<file path="config.mk">
export PLATFORM = sky130hd
export DESIGN_NAME = fpu_issue_arbiter_flat
export DESIGN_NICKNAME = d
export VERILOG_FILES = /design/src/rtl/fpu_arb_pkg.sv /design/src/rtl/fpu_issue_arbiter_if.sv /design/src/rtl/rr_arbiter.sv /design/src/rtl/fpu_issue_arbiter.sv /design/src/flat_wrapper.sv
export SDC_FILE = /design/constraint.sdc
export NUM_CORES = 1
export LEC_CHECK = 0
export BUFFER_PORTS_ARGS = -buffer_cell sky130_fd_sc_hd__buf_2
export CAP_MARGIN = 20
export CELL_PAD_IN_SITES_DETAIL_PLACEMENT = 2
export CELL_PAD_IN_SITES_GLOBAL_PLACEMENT = 2
export CORE_MARGIN = 5
export CORE_UTILIZATION = 25
export DETAILED_ROUTE_END_ITERATION = 16
export PLACE_DENSITY = 0.95
export RECOVER_POWER = 50
export SYNTH_ARGS = -nofsm -noshare
export SYNTH_HDL_FRONTEND = slang
export SYNTH_SLANG_ARGS = --single-unit
</file>
<file path="constraint.sdc">
create_clock -name I_Clk -period 6.4 [get_ports I_Clk]
set_clock_uncertainty 0.05 [all_clocks]
set_input_delay 0.32 -clock I_Clk [delete_from_list [all_inputs] [get_ports I_Clk]]
set_output_delay 0.32 -clock I_Clk [all_outputs]
set_load 0.02 [all_outputs]
</file>
<file path="src/rtl/fpu_arb_pkg.sv">
// Shared types and helpers for the FPU issue arbiter.
//   FLAG_WIDTH : FPU exception flag width
//   ID_W       : requester id width (sized for the largest supported NUM_REQ)
//   fpu_tag_t  : {valid, id} entry travelling alongside an op in the FPU
package fpu_arb_pkg;
  localparam int FLAG_WIDTH = 5;
  localparam int MAX_REQ    = 16;
  localparam int ID_W       = 4;

  typedef struct packed {
    logic            valid;
    logic [ID_W-1:0] id;
  } fpu_tag_t;

  // Index of the set bit in a one-hot vector; zero when no bit is set.
  function automatic logic [ID_W-1:0] onehot_to_idx(input logic [MAX_REQ-1:0] oh);
    logic [ID_W-1:0] idx;
    idx = '0;
    for (int i = 0; i < MAX_REQ; i++)
      if (oh[i]) idx = idx | ID_W'(i);
    return idx;
  endfunction
endpackage

</file>
<file path="src/rtl/fpu_issue_arbiter_if.sv">
// Requester + FPU bus of the issue arbiter.
//   slave  : arbiter side (takes requests and FPU results, drives grants,
//            FPU issue and responses)
//   master : requester/FPU side
interface fpu_issue_arbiter_if
  import fpu_arb_pkg::*;
#(
  parameter int NUM_REQ    = 4,
  parameter int DATA_WIDTH = 32,
  parameter int OP_WIDTH   = 4
);
  logic [NUM_REQ-1:0]            I_Req;
  logic [NUM_REQ*OP_WIDTH-1:0]   I_Op;
  logic [NUM_REQ*DATA_WIDTH-1:0] I_A;
  logic [NUM_REQ*DATA_WIDTH-1:0] I_B;
  logic                          I_Hold;
  logic [NUM_REQ-1:0]            O_Gnt;
  logic                          O_Fpu_Valid;
  logic [OP_WIDTH-1:0]           O_Fpu_Op;
  logic [DATA_WIDTH-1:0]         O_Fpu_A;
  logic [DATA_WIDTH-1:0]         O_Fpu_B;
  logic [DATA_WIDTH-1:0]         I_Fpu_Result;
  logic [FLAG_WIDTH-1:0]         I_Fpu_Flags;
  logic [NUM_REQ-1:0]            O_Rsp_Valid;
  logic [DATA_WIDTH-1:0]         O_Rsp_Data;
  logic [FLAG_WIDTH-1:0]         O_Rsp_Flags;
  logic                          O_Idle;

  modport slave (
    input  I_Req, I_Op, I_A, I_B, I_Hold, I_Fpu_Result, I_Fpu_Flags,
    output O_Gnt, O_Fpu_Valid, O_Fpu_Op, O_Fpu_A, O_Fpu_B,
           O_Rsp_Valid, O_Rsp_Data, O_Rsp_Flags, O_Idle
  );
  modport master (
    output I_Req, I_Op, I_A, I_B, I_Hold, I_Fpu_Result, I_Fpu_Flags,
    input  O_Gnt, O_Fpu_Valid, O_Fpu_Op, O_Fpu_A, O_Fpu_B,
           O_Rsp_Valid, O_Rsp_Data, O_Rsp_Flags, O_Idle
  );
endinterface

</file>
<file path="src/rtl/rr_arbiter.sv">
// Round-robin arbiter: one-hot grant to the first eligible requester after
// the last granted one.
//   i_clk, i_rst : clock, synchronous active-high reset
//   i_elig [N]   : eligible requesters
//   o_gnt  [N]   : one-hot grant (combinational)
module rr_arbiter #(
  parameter int N = 4
) (
  input  logic         i_clk,
  input  logic         i_rst,
  input  logic [N-1:0] i_elig,
  output logic [N-1:0] o_gnt
);
  localparam int PW = (N > 1) ? $clog2(N) : 1;

  logic [PW-1:0] r_ptr;
  logic [PW-1:0] w_idx;
  logic [PW-1:0] w_c;
  logic          w_found;
  int            c;

  // Scan ptr+1 .. ptr+N (mod N); the pointer itself is checked last.
  always_comb begin
    o_gnt   = '0;
    w_idx   = r_ptr;
    w_found = 1'b0;
    c       = 0;
    w_c     = '0;
    for (int off = 1; off <= N; off++) begin
      c = int'(r_ptr) + off;
      if (c >= N) c = c - N;
      w_c = PW'(c);
      if (!w_found && i_elig[w_c]) begin
        w_found      = 1'b1;
        w_idx        = w_c;
        o_gnt[w_c]   = 1'b1;
      end
    end
  end

  // Reset to N-1 so requester 0 is searched first.
  always_ff @(posedge i_clk) begin
    if (i_rst)        r_ptr <= PW'(N - 1);
    else if (w_found) r_ptr <= w_idx;
  end
endmodule

</file>
<file path="src/rtl/fpu_issue_arbiter.sv">
// Shares one fixed-latency pipelined FPU among NUM_REQ requesters.
//   I_Clk, I_Reset : clock, synchronous active-high reset
//   bus (slave)    : requests/operands in, one-hot grant out, registered FPU
//                    issue out, FPU result/flags in, one-hot response strobe
//                    with broadcast result/flags out, O_Idle
// A grant in cycle T issues in T+1 and responds in T+1+PIPE_LEN. The
// requester id rides a PIPE_LEN-deep tag pipe whose tail lines up with
// I_Fpu_Result. Each requester may have at most MAX_OUTSTANDING ops in flight.
module fpu_issue_arbiter
  import fpu_arb_pkg::*;
#(
  parameter int NUM_REQ         = 4,
  parameter int DATA_WIDTH      = 32,
  parameter int OP_WIDTH        = 4,
  parameter int PIPE_LEN        = 3,
  parameter int MAX_OUTSTANDING = 2
) (
  input logic               I_Clk,
  input logic               I_Reset,
  fpu_issue_arbiter_if.slave bus
);
  localparam int CW = $clog2(MAX_OUTSTANDING + 1);

  logic [NUM_REQ-1:0]          w_elig, w_gnt, w_rsp;
  logic [NUM_REQ-1:0][CW-1:0]  r_cnt;
  logic [MAX_REQ-1:0]          w_gnt_ext;
  logic [ID_W-1:0]             w_gnt_id, r_issue_id;
  logic [OP_WIDTH-1:0]         w_op, r_op;
  logic [DATA_WIDTH-1:0]       w_a, w_b, r_a, r_b;
  logic                        r_fpu_valid;
  fpu_tag_t                    r_tag [PIPE_LEN];
  fpu_tag_t                    w_tail;
  logic                        w_tag_busy, w_cnt_zero;

  assign w_tail = r_tag[PIPE_LEN-1];

  for (genvar i = 0; i < NUM_REQ; i++) begin : g_req
    // Registered count only: a response this cycle does not unblock a grant.
    assign w_elig[i] = bus.I_Req[i] & ~bus.I_Hold & ~I_Reset &
                       (r_cnt[i] < CW'(MAX_OUTSTANDING));
    // Reset drops whatever result is at the tail this cycle.
    assign w_rsp[i]  = w_tail.valid & (w_tail.id == ID_W'(i)) & ~I_Reset;

    a_no_ovf: assert property (@(posedge I_Clk) disable iff (I_Reset)
      !(w_gnt[i] && !w_rsp[i] && r_cnt[i] == CW'(MAX_OUTSTANDING)));
    a_no_udf: assert property (@(posedge I_Clk) disable iff (I_Reset)
      !(w_rsp[i] && !w_gnt[i] && r_cnt[i] == '0));
  end

  rr_arbiter #(.N(NUM_REQ)) u_rr (
    .i_clk  (I_Clk),
    .i_rst  (I_Reset),
    .i_elig (w_elig),
    .o_gnt  (w_gnt)
  );

  always_comb begin
    w_gnt_ext                = '0;
    w_gnt_ext[NUM_REQ-1:0]   = w_gnt;
  end
  assign w_gnt_id = onehot_to_idx(w_gnt_ext);

  always_comb begin
    w_op = '0;
    w_a  = '0;
    w_b  = '0;
    for (int i = 0; i < NUM_REQ; i++) begin
      if (w_gnt[i]) begin
        w_op = bus.I_Op[i*OP_WIDTH +: OP_WIDTH];
        w_a  = bus.I_A[i*DATA_WIDTH +: DATA_WIDTH];
        w_b  = bus.I_B[i*DATA_WIDTH +: DATA_WIDTH];
      end
    end
  end

  // Issue register; payload holds its value when nothing is granted.
  always_ff @(posedge I_Clk) begin
    if (I_Reset) begin
      r_fpu_valid <= 1'b0;
      r_op        <= '0;
      r_a         <= '0;
      r_b         <= '0;
      r_issue_id  <= '0;
    end else begin
      r_fpu_valid <= |w_gnt;
      if (|w_gnt) begin
        r_op       <= w_op;
        r_a        <= w_a;
        r_b        <= w_b;
        r_issue_id <= w_gnt_id;
      end
    end
  end

  always_ff @(posedge I_Clk) begin
    if (I_Reset) begin
      for (int k = 0; k < PIPE_LEN; k++) r_tag[k] <= '0;
    end else begin
      r_tag[0] <= '{valid: r_fpu_valid, id: r_issue_id};
      for (int k = 1; k < PIPE_LEN; k++) r_tag[k] <= r_tag[k-1];
    end
  end

  always_ff @(posedge I_Clk) begin
    for (int i = 0; i < NUM_REQ; i++) begin
      if (I_Reset)                  r_cnt[i] <= '0;
      else if (w_gnt[i] & ~w_rsp[i]) r_cnt[i] <= r_cnt[i] + CW'(1);
      else if (~w_gnt[i] & w_rsp[i]) r_cnt[i] <= r_cnt[i] - CW'(1);
    end
  end

  always_comb begin
    w_tag_busy = 1'b0;
    w_cnt_zero = 1'b1;
    for (int k = 0; k < PIPE_LEN; k++) w_tag_busy = w_tag_busy | r_tag[k].valid;
    for (int i = 0; i < NUM_REQ; i++)  w_cnt_zero = w_cnt_zero & (r_cnt[i] == '0);
  end

  assign bus.O_Gnt       = w_gnt;
  assign bus.O_Fpu_Valid = r_fpu_valid;
  assign bus.O_Fpu_Op    = r_op;
  assign bus.O_Fpu_A     = r_a;
  assign bus.O_Fpu_B     = r_b;
  assign bus.O_Rsp_Valid = w_rsp;
  assign bus.O_Rsp_Data  = bus.I_Fpu_Result;
  assign bus.O_Rsp_Flags = bus.I_Fpu_Flags;
  assign bus.O_Idle      = ~r_fpu_valid & ~w_tag_busy & w_cnt_zero;
endmodule

</file>
<file path="src/flat_wrapper.sv">
// flat-port wrapper written by rule: the top's interface ports become plain ports
module fpu_issue_arbiter_flat import fpu_arb_pkg::*;
#(
  parameter int NUM_REQ         = 4,
  parameter int DATA_WIDTH      = 32,
  parameter int OP_WIDTH        = 4,
  parameter int PIPE_LEN        = 3,
  parameter int MAX_OUTSTANDING = 2
)
  (I_Clk, I_Reset, bus_I_Req, bus_I_Op, bus_I_A, bus_I_B, bus_I_Hold, bus_I_Fpu_Result, bus_I_Fpu_Flags, bus_O_Gnt, bus_O_Fpu_Valid, bus_O_Fpu_Op, bus_O_Fpu_A, bus_O_Fpu_B, bus_O_Rsp_Valid, bus_O_Rsp_Data, bus_O_Rsp_Flags, bus_O_Idle);
  fpu_issue_arbiter_if #(.NUM_REQ(NUM_REQ), .DATA_WIDTH(DATA_WIDTH), .OP_WIDTH(OP_WIDTH)) bus_i ();
  input logic I_Clk;
  input logic I_Reset;
  input wire logic [$bits(bus_i.I_Req)-1:0] bus_I_Req;
  input wire logic [$bits(bus_i.I_Op)-1:0] bus_I_Op;
  input wire logic [$bits(bus_i.I_A)-1:0] bus_I_A;
  input wire logic [$bits(bus_i.I_B)-1:0] bus_I_B;
  input wire logic [$bits(bus_i.I_Hold)-1:0] bus_I_Hold;
  input wire logic [$bits(bus_i.I_Fpu_Result)-1:0] bus_I_Fpu_Result;
  input wire logic [$bits(bus_i.I_Fpu_Flags)-1:0] bus_I_Fpu_Flags;
  output wire logic [$bits(bus_i.O_Gnt)-1:0] bus_O_Gnt;
  output wire logic [$bits(bus_i.O_Fpu_Valid)-1:0] bus_O_Fpu_Valid;
  output wire logic [$bits(bus_i.O_Fpu_Op)-1:0] bus_O_Fpu_Op;
  output wire logic [$bits(bus_i.O_Fpu_A)-1:0] bus_O_Fpu_A;
  output wire logic [$bits(bus_i.O_Fpu_B)-1:0] bus_O_Fpu_B;
  output wire logic [$bits(bus_i.O_Rsp_Valid)-1:0] bus_O_Rsp_Valid;
  output wire logic [$bits(bus_i.O_Rsp_Data)-1:0] bus_O_Rsp_Data;
  output wire logic [$bits(bus_i.O_Rsp_Flags)-1:0] bus_O_Rsp_Flags;
  output wire logic [$bits(bus_i.O_Idle)-1:0] bus_O_Idle;
  assign bus_i.I_Req = bus_I_Req;
  assign bus_i.I_Op = bus_I_Op;
  assign bus_i.I_A = bus_I_A;
  assign bus_i.I_B = bus_I_B;
  assign bus_i.I_Hold = bus_I_Hold;
  assign bus_i.I_Fpu_Result = bus_I_Fpu_Result;
  assign bus_i.I_Fpu_Flags = bus_I_Fpu_Flags;
  assign bus_O_Gnt = bus_i.O_Gnt;
  assign bus_O_Fpu_Valid = bus_i.O_Fpu_Valid;
  assign bus_O_Fpu_Op = bus_i.O_Fpu_Op;
  assign bus_O_Fpu_A = bus_i.O_Fpu_A;
  assign bus_O_Fpu_B = bus_i.O_Fpu_B;
  assign bus_O_Rsp_Valid = bus_i.O_Rsp_Valid;
  assign bus_O_Rsp_Data = bus_i.O_Rsp_Data;
  assign bus_O_Rsp_Flags = bus_i.O_Rsp_Flags;
  assign bus_O_Idle = bus_i.O_Idle;
  fpu_issue_arbiter #(.NUM_REQ(NUM_REQ), .DATA_WIDTH(DATA_WIDTH), .OP_WIDTH(OP_WIDTH), .PIPE_LEN(PIPE_LEN), .MAX_OUTSTANDING(MAX_OUTSTANDING)) u_core (.I_Clk(I_Clk), .I_Reset(I_Reset), .bus(bus_i));
endmodule
</file>
==> qor.yml, run 1 <==
r2r-start: "u_core.u_rr.r_ptr[0]"
cp_max_fo: 68
end_kind: "flip-flop"
rsz0062_at_grt: "no"
drc: 0
final_hold_viol_count: 0
holdCritPathClass: "in -> reg"
postCtsSetupRepairBufs: 0
worstMarginPinSlew_ps: 1390
vias: 9334
wl_met1_um: 16600
wl_per_cell_um: 27.3
crit_path_frequent_cell: "buf_4"
synthDistinctLibCells: 50
place_hpwl_um: 28500
wl_met2_um: 21000
area_growth_pct: 25.3
critPathKind: "reg -> reg"
hold_depth: 3
slew_headroom: 0.0719
clockBufferDepth: 2
fin_total_pwr_w: 0.00450
ys.warnings.count: 0
fillers: 3426
core_mm2: 0.0289
cts.clk_slew.worst_paths_ps: 80
avgSynthCellArea_um2: 7.88
syn_inst: 932
drtIter0Drc: 517
fp-row-count: 62
drive_gt1_frac: 0.313
synth.most_common_cell: "clkbuf_1"
hp-start: "bus_I_B[117]"
ys.flop_type: "dfxtp_1"
cap_viol_max_count: 0
placed_cells: 1519
die-area_mm2: 0.0329
timing.setup.tns_ps: 0
cts.repair.resized: 0
startpoint_type: "flip-flop"
grt_max_degree: 77
max_stage_delay_ps: 770
cts_hold_buf: 0
fin_cells: 1537
synthTopCellsByArea: "dfxtp_1, a2111oi_0, a211oi_1, a21boi_0, o21bai_1"
grt_pass1_wl_um: 62700
drt-total-wl_um: 41900
port_buffers: 356
dr.pass1.iters: 5
cts_max_level: 3
status: "complete, no violations"
antenna_found_initial: 3
report.final.slew_viol_count: 0
clkLatencyLatePin_ps: 350
die_h_um: 181
p_leak_nw: 3.63
overflow: 0
ant_nets: 0
initial_core_util: 0.254
postLayoutCoreUtil: 0.319
finalCritPeriodShare: 0.872
highest_layer: "met5"
met3_length_um: 3270
cp_slowest_cell: "o311ai_0"
worstPathRequired_ps: 6550
synthesis.nets: 1259
cts_tree: "done"
max_freq_ghz: 0.179
p_per_area_mw_per_mm2: 490
crit_path_cell_trace: "clkinv_1 -> ha_1 -> mux4_2 -> nand4_4 -> buf_4 -> or2_2 -> buf_4 -> a21boi_0 -> o311ai_0 -> a31oi_1"
critPathLaunch: "u_core.u_rr.r_ptr[0]"
crit_arrival_ps: 5740
syn_area_mm2: 0.00734
cts_buffers: 9
hold_slack_ps: 173
grt_usage: 0.239
layout.nets: 1474
synth_common_cells: "clkbuf_1, dfxtp_1, nand2_1, o21ai_0"
dieWidth_um: 181
boundaryPins: 431
synthArstFlopShare: 0
viasPerCell: 6.07
final-setup-viol-count: 0
ys_seq_area_frac: 0.245
gp_congestion: 0.836
synth_edf_count: 0
clkSinkCount: 90
ir_worst_vdd_v: 0.000290
ys_ff_latch: 90
fin_crit_ps: 5580
reg2reg_depth: 10
synth_top_area_cell: "dfxtp_1"
netlist.area_leader.share: 0.245
grt_pass1_vias: 10100
clock-root-buffer: "clkbuf_16"
[layer usage]
metal / vias up / GRT usage
li1: 4076 / -
met1: 4627 / 0.289
met2: 542 / 0.422
met3: 85 / 0.0527
met4: 4 / 0.0754
met5: - / 0
[cell type report]
| class | instances | area [um^2] | share of cell area |
|---|---|---|---|
| Tap cell | 384 | 480 | 0.0523 |
| Multi-Input combinational cell | 658 | 4710 | 0.513 |
| Sequential cell | 90 | 1800 | 0.196 |
| Inverter | 16 | 62.6 | 0.00680 |
| Clock buffer | 9 | 225 | 0.0245 |
| Antenna cell | 1 | 2.50 | 0.000272 |
| Timing Repair Buffer | 372 | 1840 | 0.200 |
| Clock inverter | 7 | 67.6 | 0.00735 |
[flip-flops by register name, summed over array words and instances, names as in the netlist]
name / count
u_core.bus.O_Fpu_Valid: 1
u_core.bus.O_Fpu_A: 32
u_core.u_rr.r_ptr: 2
u_core.r_issue_id: 2
u_core.bus.O_Fpu_Op: 4
u_core.bus.O_Fpu_B: 32
u_core.r_tag: 9
u_core.r_cnt: 8
[cells by family after synthesis]
group	synth area share
compound gates	0.496
buf+inv	0.118
simple gates	0.0897
flops	0.245
fa+ha+maj	0.0188
xor+xnor	0.0107
mux	0.0215
[cells in the final DEF, fill, tap and decap left out, types with 10 or more instances in the layout]
cell	instances
a21boi_0	68
o21bai_1	68
a2111oi_0	69
clkbuf_1	57
o21ai_0	73
o311ai_1	14
o311ai_0	54
nand2_1	75
dfxtp_1	90
buf_2	299
nor2_1	12
buf_4	14
inv_1	10
nor2b_1	10
a31oi_1	69
ha_1	11
a211oi_1	68
[report_power, final]
group | internal (W) | leakage (nW) | total (W) | switching, W
clock network | 0.000276 | 0.142 | 0.000559 | 0.000283
registers | 0.000856 | 0.753 | 0.00104 | 0.000179
logic | 0.000887 | 2.73 | 0.00291 | 0.00202
total | 0.00202 | 3.63 | 0.00450 | 0.00249
[stage by stage]
| step | setup slack (ps) | instance area [um^2] |
|---|---|---|
| finish | 817 | 9190 |
| global placement | 1260 | 8940 |
| detailed placement | 896 | 8960 |
| CTS | 865 | 9260 |
| floorplan | 2120 | 7340 |
| global route | 603 | 9190 |
[final timing paths]
kind	end	slack [ps]
setup / recovery	u_core.bus.O_Fpu_A[9]	820
hold / removal	u_core.bus.O_Fpu_B[21]	170
setup reg to reg	u_core.bus.O_Fpu_A[9]	820
hold reg to reg	u_core.r_tag[0][6]	400
[worst max-delay path: cells and delay by family (launching register included)]
kind	cells	cell delay, ps
muxes	1	650
AOI/OAI and AO/OA	3	1150
buffers and inverters	3	1590
and+or+nand+nor	2	640
adders and majority gates	1	660
DFF	1	630
(Power assumes the default switching activity.)
==> run 2, diff against run 1 <==
--- a/config.mk
+++ b/config.mk
@@ -5,14 +5,14 @@
 export SDC_FILE = /design/constraint.sdc
 export NUM_CORES = 1
 export LEC_CHECK = 0
-export BUFFER_PORTS_ARGS = -buffer_cell sky130_fd_sc_hd__buf_2
 export CAP_MARGIN = 20
 export CELL_PAD_IN_SITES_DETAIL_PLACEMENT = 2
 export CELL_PAD_IN_SITES_GLOBAL_PLACEMENT = 2
 export CORE_MARGIN = 5
-export CORE_UTILIZATION = 25
+export CORE_UTILIZATION = 30
 export DETAILED_ROUTE_END_ITERATION = 16
-export PLACE_DENSITY = 0.95
+export DONT_BUFFER_PORTS = 1
+export PLACE_DENSITY = 0.82
 export RECOVER_POWER = 50
 export SYNTH_ARGS = -nofsm -noshare
 export SYNTH_HDL_FRONTEND = slang
==> run 2 against run 1 <==
  * Worst setup slack better by 510 ps
  * Global-route usage up 0.44 points
  * Via count down 18%
  * Register-to-register slack better by 510 ps
==> qor.yml, run 2 (synthesized netlist as in run 1, its figures left out) <==
timing.setup.tns_ps: 0  # unchanged
status: "complete, no violations"
wl_per_cell_um: 31.4  # +15%
critPathLaunch: "u_core.u_rr.r_ptr[0]"
dp_slack_ps: 1300  # +402 ps
die_h_um: 166  # -8.2%
viasPerCell: 6.82  # +12%
end_kind: "flip-flop"
drtIter0Drc: 697  # +35%
cap_viol_max_count: 0  # unchanged
worstPathRequired_ps: 6630  # +80 ps
clock-root-buffer: "clkbuf_16"
drt-total-wl_um: 35400  # -16%
antenna_found_initial: 9  # +6
grt_pass1_vias: 8388  # -17%
grt_max_degree: 71  # -7.8%
fin_crit_ps: 5070  # -513 ps
crit_path_cell_trace: "clkinv_1 -> ha_1 -> mux4_2 -> nand4_4 -> buf_4 -> nor2_4 -> nor2_4 -> inv_4 -> or3_2 -> buf_4 -> a31oi_1"
core_mm2: 0.0242  # -16%
cts_max_level: 3  # unchanged
dieWidth_um: 166  # -8.2%
r2r_slack_ps: 1330  # +510 ps
min_to: "u_core.u_rr.r_ptr[1]"
grt_usage: 0.243  # +0.00437
cts_hold_buf: 1  # +1
grt_pass1_wl_um: 53900  # -14%
holdCritPathClass: "in -> reg"
r2r-end: "u_core.bus.O_Fpu_B[21]"
gr-max-usage-layer: "met2"
clockBufferDepth: 2  # unchanged
layout_common_cells: "dfxtp_1, nand2_1, o21ai_0"
crit_arrival_ps: 5300  # -440 ps
reg2reg_depth: 11  # +1
initial_core_util: 0.304  # +0.0492
critPathKind: "reg -> reg"
port_buffers: 0  # -100%
fin_ws_ps: 1330  # +513 ps
grtUsageMet1: 0.292  # +0.00286
grtUsageMet3: 0.0806  # +0.0279
max_freq_ghz: 0.197  # +10%
fp-row-count: 57  # -8.1%
dr.pass1.iters: 4  # -1
ir_worst_vdd_v: 0.000253  # -13%
startpoint_type: "flip-flop"
hold_depth: 2  # -1
clkLatencyLatePin_ps: 360  # about the same
vias: 7695  # -18%
cts_tree: "done"
cts.repair.resized: 0  # unchanged
place_hpwl_um: 23900  # -16%
drive_gt1_frac: 0.0800  # -0.232
use_met2: 0.408  # -0.0147
report.final.slew_viol_count: 0  # unchanged
postCtsSetupRepairBufs: 0  # unchanged
rsz0062_at_grt: "no"
final_common_cell: "dfxtp_1"
boundaryPins: 431  # unchanged
max_stage_delay_ps: 740  # -30 ps
postLayoutCoreUtil: 0.307  # -0.0113
layout.nets: 1122  # -24%
worstMarginPinSlew_ps: 955  # -437 ps
finalCritPeriodShare: 0.792  # -0.0802
ant_nets: 0  # unchanged
fillers: 2761  # -19%
cts.clk_slew.worst_paths_ps: 80  # about the same
fin_area_mm2: 0.00743  # -19%
overflow: 0  # unchanged
final_hold_viol_count: 0  # unchanged
hp-start: "I_Reset"
final-setup-viol-count: 0  # unchanged
area_growth_pct: 1.23
p_per_area_mw_per_mm2: 562  # +15%
slew_headroom: 0.354  # +0.282
cp_slowest_cell: "or3_2"
cts_buffers: 9  # unchanged
p_leak_nw: 2.38  # -34%
drc: 0  # unchanged
cp_max_fo: 53  # -22%
die-area_mm2: 0.0277  # -16%
placed_area_mm2: 0.00712  # -21%
fin_total_pwr_w: 0.00418  # -7.3%
clkSinkCount: 90  # unchanged
r2r-start: "u_core.u_rr.r_ptr[0]"
gp_congestion: 0.889  # +6.3%
## run 2: cell type report
type | count | area (um^2) | area share
inverters | 16 | 62.6 | 0.00842
clock inverters | 7 | 65.1 | 0.00876
flip-flops and latches | 90 | 1800 | 0.243
well taps | 324 | 405 | 0.0546
repair buffers | 20 | 150 | 0.0202
clock buffers | 9 | 225 | 0.0303
multi-input cells | 658 | 4710 | 0.634
diodes | 5 | 12.5 | 0.00168
## run 2: metal layers
metal | part of all wire | vias up
met4 | 0.028 | 6
met1 | 0.40 | 3865
met3 | 0.090 | 61
li1 | - | 3364
met2 | 0.48 | 399
met5 | 0.00096 | -
## run 2: per-stage QoR
step,std cells,hold WS [ps]
2_1_floorplan,932,364
3_3_place_gp,1106,344
3_5_place_dp,1107,346
4_1_cts,1124,20.3
5_1_grt,1129,27.4
6_report,1129,40.4
## run 2: worst max-delay path, delay by kind of cell (launching register included)
kind                       cells  cell delay, ps
buffers and inverters          4            1570
DFF                            1             590
and+or+nand+nor                4            1240
AOI/OAI and AO/OA              1             260
adders and majority gates      1             600
muxes                          1             630
## run 2: where the power goes
part / switching (W) / total (W) / internal, W
logic: 0.00153 / 0.00226 / 0.000731
clock network: 0.000282 / 0.000557 / 0.000275
registers: 0.000504 / 0.00136 / 0.000856
## run 2: worst max path at each step
stage / endpoint / cells past startpoint / slack [ps]
finish: u_core.bus.O_Fpu_B[21] / 11 / 1330
global route: u_core.bus.O_Fpu_A[26] / 11 / 980
CTS: u_core.bus.O_Fpu_A[28] / 11 / 1290
detailed placement: u_core.bus.O_Fpu_A[28] / 11 / 1300
global placement: u_core.bus.O_Fpu_A[19] / 11 / 1530
floorplan: u_core.r_cnt[1] / 14 / 2120
